File: config.mk
export PLATFORM = sky130hd
export DESIGN_NAME = secded_batch_sequencer
export DESIGN_NICKNAME = d
export VERILOG_FILES = /design/src/rtl/secded_pkg.sv /design/src/rtl/secded_decode.sv /design/src/rtl/secded_batch_sequencer.sv
export SDC_FILE = /design/constraint.sdc
export NUM_CORES = 1
export LEC_CHECK = 0
export BUFFER_PORTS_ARGS = -buffer_cell sky130_fd_sc_hd__buf_2
export CELL_PAD_IN_SITES_DETAIL_PLACEMENT = 0
export CELL_PAD_IN_SITES_GLOBAL_PLACEMENT = 2
export CORE_ASPECT_RATIO = 1.75
export CORE_MARGIN = 2
export CORE_UTILIZATION = 31
export CTS_BUF_LIST = sky130_fd_sc_hd__clkbuf_16
export CTS_CLUSTER_SIZE = 20
export DETAILED_ROUTE_END_ITERATION = 16
export PLACE_DENSITY = 0.86
export SLEW_MARGIN = 20
export SYNTH_ARGS = -nofsm -noshare
export SYNTH_HDL_FRONTEND = slang
export SYNTH_SLANG_ARGS = --single-unit
File: constraint.sdc
create_clock -name clock -period 2.35 [get_ports clock]
set_input_delay 0 -clock clock [delete_from_list [all_inputs] [get_ports clock]]
set_output_delay 0 -clock clock [all_outputs]
set_load 0.005 [all_outputs]
File: src/rtl/secded_pkg.sv
// Shared definitions for the Hamming SECDED decode pass: FSM states,
// decode flag encodings and codeword bit positions.
package secded_pkg;

  typedef enum logic [2:0] {
    ST_IDLE,
    ST_RD_LO,
    ST_RD_HI,
    ST_CAP,
    ST_WR_HI,
    ST_WR_LO,
    ST_DONE
  } state_e;

  localparam logic [1:0] FLG_NONE = 2'b00;
  localparam logic [1:0] FLG_SGL  = 2'b01;
  localparam logic [1:0] FLG_DBL  = 2'b10;

  // Codeword layout MSB->LSB: {d11..d5, p8, d4..d2, p4, d1, p2, p1, p0}
  localparam int unsigned CW_P0  = 0;
  localparam int unsigned CW_P1  = 1;
  localparam int unsigned CW_P2  = 2;
  localparam int unsigned CW_D1  = 3;
  localparam int unsigned CW_P4  = 4;
  localparam int unsigned CW_D2  = 5;
  localparam int unsigned CW_D4  = 7;
  localparam int unsigned CW_P8  = 8;
  localparam int unsigned CW_D5  = 9;
  localparam int unsigned CW_D11 = 15;

  localparam logic [6:0] CNT_MAX = 7'd127;

endpackage

File: src/rtl/secded_decode.sv
// Combinational SECDED decoder: 16-bit codeword in, corrected 11-bit data
// and error flags out.
module secded_decode
  import secded_pkg::*;
(
  input  logic [15:0] codeword,
  output logic [10:0] data,
  output logic [1:0]  flags
);

  logic [3:0]  syn;
  logic        par;
  logic [15:0] fixed;

  always_comb begin
    syn = '0;
    for (int unsigned k = 1; k < 16; k++) begin
      if (codeword[k]) syn ^= 4'(k);
    end
    par   = ^codeword;
    fixed = codeword;
    flags = FLG_NONE;
    if (par) begin
      // Syndrome 0 with odd parity points at p0, so data is left untouched.
      flags      = FLG_SGL;
      fixed[syn] = ~codeword[syn];
    end else if (syn != 4'd0) begin
      flags = FLG_DBL;
    end
    data = {fixed[CW_D11:CW_D5], fixed[CW_D4:CW_D2], fixed[CW_D1]};
  end

endmodule

File: src/rtl/secded_batch_sequencer.sv
// Walks COUNT codewords in byte-wide memory, decodes each through
// secded_decode and writes result words back, then raises ack.
module secded_batch_sequencer
  import secded_pkg::*;
#(
  parameter int SRC_BASE = 30,
  parameter int DST_BASE = 0,
  parameter int COUNT    = 15,
  parameter int AW       = 8
) (
  input  logic          clock,
  input  logic          reset,
  input  logic          req,
  output logic          ack,
  output logic          busy,
  output logic [AW-1:0] mem_addr,
  output logic          mem_wr_en,
  output logic [7:0]    mem_wdata,
  input  logic [7:0]    mem_rdata,
  output logic [6:0]    single_cnt,
  output logic [6:0]    double_cnt
);

  state_e        state;
  logic [6:0]    idx;
  logic [15:0]   cw_q;
  logic [10:0]   dec_data;
  logic [1:0]    dec_flags;
  logic [15:0]   result;
  logic [AW-1:0] pair_off;
  logic [AW-1:0] src_addr;
  logic [AW-1:0] dst_addr;
  logic          last_word;

  secded_decode u_decode (
    .codeword (cw_q),
    .data     (dec_data),
    .flags    (dec_flags)
  );

  assign result    = {dec_flags, 3'b000, dec_data};
  assign pair_off  = AW'({idx, 1'b0});
  assign src_addr  = AW'(SRC_BASE) + pair_off;
  assign dst_addr  = AW'(DST_BASE) + pair_off;
  assign last_word = (idx == 7'(COUNT - 1));

  always_ff @(posedge clock) begin
    if (reset) begin
      state      <= ST_IDLE;
      idx        <= '0;
      cw_q       <= '0;
      single_cnt <= '0;
      double_cnt <= '0;
      ack        <= 1'b0;
      busy       <= 1'b0;
    end else begin
      // ack/busy are registered from the current state, so they trail the FSM by one cycle.
      ack  <= (state == ST_DONE);
      busy <= (state inside {ST_RD_LO, ST_RD_HI, ST_CAP, ST_WR_HI, ST_WR_LO});
      unique case (state)
        ST_IDLE, ST_DONE: begin
          if (req) begin
            idx        <= '0;
            single_cnt <= '0;
            double_cnt <= '0;
            state      <= ST_RD_LO;
          end
        end
        ST_RD_LO: state <= ST_RD_HI;
        ST_RD_HI: begin
          cw_q[7:0] <= mem_rdata;
          state     <= ST_CAP;
        end
        ST_CAP: begin
          cw_q[15:8] <= mem_rdata;
          state      <= ST_WR_HI;
        end
        ST_WR_HI: begin
          if (dec_flags == FLG_SGL && single_cnt != CNT_MAX)
            single_cnt <= single_cnt + 7'd1;
          else if (dec_flags == FLG_DBL && double_cnt != CNT_MAX)
            double_cnt <= double_cnt + 7'd1;
          state <= ST_WR_LO;
        end
        ST_WR_LO: begin
          if (last_word) begin
            state <= ST_DONE;
          end else begin
            idx   <= idx + 7'd1;
            state <= ST_RD_LO;
          end
        end
        default: state <= ST_IDLE;
      endcase
    end
  end

  always_comb begin
    mem_addr  = '0;
    mem_wr_en = 1'b0;
    mem_wdata = '0;
    unique case (state)
      ST_RD_LO: mem_addr = src_addr;
      ST_RD_HI: mem_addr = src_addr + AW'(1);
      ST_WR_HI: begin
        mem_addr  = dst_addr + AW'(1);
        mem_wr_en = 1'b1;
        mem_wdata = result[15:8];
      end
      ST_WR_LO: begin
        mem_addr  = dst_addr;
        mem_wr_en = 1'b1;
        mem_wdata = result[7:0];
      end
      default: ;
    endcase
  end

endmodule
==> impl_metrics.env <==
export IMPL_outcome="complete, but fails checks"
export IMPL_violations="negative setup slack"
export IMPL_antenna_left=0
export IMPL_pwr_share_clk=0.256
export IMPL_finalSetupTns_ps=-3880
export IMPL_avgSynthCellArea_um2=8.18
export IMPL_seq_power_share=0.291
export IMPL_grtUsageTotal=0.189
export IMPL_dpl_cell_count=579
export IMPL_fin_cells=607
export IMPL_path_class="reg2out"
export IMPL_cts_sinks=42
export IMPL_met2_usage=0.358
export IMPL_max_freq_mhz=347
export IMPL_yosysSeqAreaShare=0.276
export IMPL_hold_class="in2reg"
export IMPL_ys_warn_count=0
export IMPL_startpoint_type="register"
export IMPL_holdPathStages=3
export IMPL_slew_viol_final=0
export IMPL_finalCriticalPeriod_ps=2880
export IMPL_arrival_ps=2880
export IMPL_ctsLongestPathBuffers=2
export IMPL_peakVddDrop_v=0.000564
export IMPL_grt_pass1_wl_um=15700
export IMPL_io_buffer_count=43
export IMPL_fp_dieW_um=78.9
export IMPL_core_um2=9530
export IMPL_clock_latency_ps=280
export IMPL_grt_busiest_layer="met2"
export IMPL_slew_headroom=0.634
export IMPL_postLayoutCoreUtil=0.490
export IMPL_initial_core_util=0.319
export IMPL_numCtsBuffers=5
export IMPL_drive_above_1_share=0.431
export IMPL_pre_cts_slack_ps=-294
export IMPL_sw_frac_of_total=0.343
export IMPL_dieArea_um2=10700
export IMPL_yosys_cell_types_count=58
export IMPL_antenna_found_initial=0
export IMPL_gp_congestion=0.922
export IMPL_clock_skew_ps=8.82
export IMPL_post_drt_wl_per_cell_um=16.4
export IMPL_layout_common_cells="buf_4 (63), buf_2 (43), nor2_1 (40)"
export IMPL_reg2reg_depth=10
export IMPL_antenna_cells=0
export IMPL_final_setup_worst_slack_ps=-533
export IMPL_synth_area_leaders="dfxtp_1 (28%), xor2_1 (6.9%), nor2_1 (5.3%)"
export IMPL_r2r_end="double_cnt[3]$_SDFFE_PP0P_"
export IMPL_dp_hpwl_um=7450
export IMPL_tightestPinTransition_ps=548
export IMPL_met1_usage=0.187
export IMPL_leakagePower_nw=1.95
export IMPL_synth_top_area_cell="dfxtp_1"
export IMPL_worstHoldStart="req"
export IMPL_cts_tree="built"
export IMPL_netlist_area_leader_share=0.276
export IMPL_rr_startpoint="cw_q[6]$_SDFFE_PP0P_"
export IMPL_placed_cell_area_um2=3860
export IMPL_vias=3151
export IMPL_area_growth_pct=53.4
export IMPL_grt_use_met3=0.0254
export IMPL_grt_overflow_total=0
export IMPL_grt_max_degree=29
export IMPL_syn_area_um2=3040
export IMPL_crit_path_end_kind="primary output"
export IMPL_firstDrtPassIters=4
export IMPL_die_height_um=135
export IMPL_syn_inst=372
export IMPL_hold_end="state[0]$_SDFFE_PP0P_"
export IMPL_max_cap_violations=0
export IMPL_hold_viol_final=0
export IMPL_required_ps=2350
export IMPL_p_int_mw=1.70
export IMPL_cts_clk_slew_worst_paths_ps=60
export IMPL_drc=0
export IMPL_synth_top_flop_cell="dfxtp_1"
export IMPL_ys_async_sr_fraction=0
export IMPL_p_sw_mw=0.889
export IMPL_r2r_slack_ps=-220
export IMPL_crit_fanout=4
export IMPL_rows=47
export IMPL_ioPinCount=44
export IMPL_grt_pass1_vias=3138
export IMPL_synth_nets=388
export IMPL_p_comb_frac=0.453
export IMPL_synth_edf_count=0
export IMPL_drtIter0Drc=159
export IMPL_final_setup_viol_count=15
export IMPL_htreeDepth=2
export IMPL_vias_per_cell=5.19
export IMPL_cts_root_buffer="clkbuf_16"
export IMPL_nNetsFinal=500
export IMPL_synth_seq_cells=42
export IMPL_stdcell_area_um2=4670
export IMPL_rsz0062_at_grt="true"
export IMPL_finalCritPeriodShare=1.23
export IMPL_totalWireLength_um=9930
export IMPL_mostFrequentLayoutCell="buf_4"
export IMPL_p_per_area_nw_per_um2=555
[sequential cells by signal, indices dropped and copies added, names as in the netlist]
| name | cells |
|---|---|
| single_cnt | 7 |
| cw_q | 16 |
| state | 3 |
| busy | 1 |
| double_cnt | 7 |
| idx | 7 |
| ack | 1 |
[per-stage QoR]
step | total power [mW] | hold WS (ps)
after floorplan | 1.27 | 139
after global placement | 1.61 | 258
after detailed placement | 1.62 | 261
after CTS | 2.53 | 67.9
after global routing | 2.72 | 76.4
final | 2.59 | 70.1
[synth_stat cells, types with 12 or more instances]
cell      instances
nand2_1          35
nand3_1          19
o21ai_0          16
mux2i_1          15
xnor2_1          12
a21oi_1          27
dfxtp_1          42
nor2_1           43
xor2_1           24
clkbuf_1         14
[cell type report]
cell class	count	area, µm²
Sequential cell	42	856
Timing Repair Buffer	130	957
Tap cell	122	153
Clock inverter	3	17.5
Clock buffer	5	125
Multi-Input combinational cell	297	2530
Fill cell	930	4860
Inverter	8	30.0
[worst max-delay path by stage]
stage | cells after the start | to | slack, ps | startpoint
5_1_grt | 10 | mem_wdata[2] | -650 | cw_q[9]$_SDFFE_PP0N_
4_1_cts | 10 | mem_wdata[2] | -470 | cw_q[5]$_SDFFE_PP0P_
3_3_place_gp | 10 | mem_wdata[7] | -190 | cw_q[7]$_SDFFE_PP0P_
6_report | 10 | mem_wdata[2] | -530 | cw_q[6]$_SDFFE_PP0P_
2_1_floorplan | 9 | double_cnt[4]$_SDFFE_PP0P_ | -20 | cw_q[10]$_SDFFE_PP0N_
3_5_place_dp | 9 | mem_wdata[2] | -290 | cw_q[7]$_SDFFE_PP0P_
[routing by layer]
layer	share of wire	vias up
met5	0	-
met2	0.56	72
met4	0.059	0
met1	0.36	1518
li1	-	1529
met3	0.024	32
[critical path, cell delays in order (launching register included)]
cell      delay, ps
dfxtp_4         360
xnor2_2         160
xnor3_2         510
buf_6           170
buf_6           120
xnor2_4         220
a31oi_4         130
a22oi_4         230
o211ai_1        140
o41ai_2         380
buf_2           180
[cells by family (layout without fill, tap and decap cells)]
kind of cell,after synthesis,count (layout),share of synthesized area
compound gates,82,82,0.185
xor+xnor,49,49,0.189
fa+ha+maj,5,5,0.0206
buf+inv,33,146,0.0485
flops,42,42,0.276
mux,16,16,0.0530
simple gates,145,145,0.227
[power by group through the flow]
stage	Sequential [mW]	Clock, mW	Combinational (mW)
6_report	0.754	0.664	1.17
5_1_grt	0.756	0.723	1.24
4_1_cts	0.753	0.684	1.09
3_5_place_dp	0.768	0	0.851
3_3_place_gp	0.767	0	0.845
2_1_floorplan	0.757	0	0.516
[repair_timing]
| action | in CTS | in global routing |
|---|---|---|
| buffers inserted | 14 | 3 |
| setup endpoints to repair | 22 | 22 |
| pin swaps | 25 | 17 |
| resized for setup | 73 | 18 |
| hold buffers | 8 | 0 |
| endpoints found under the hold margin | 10 | 0 |
| gates cloned | 0 | 0 |
Power figures use the tool's default switching activity.
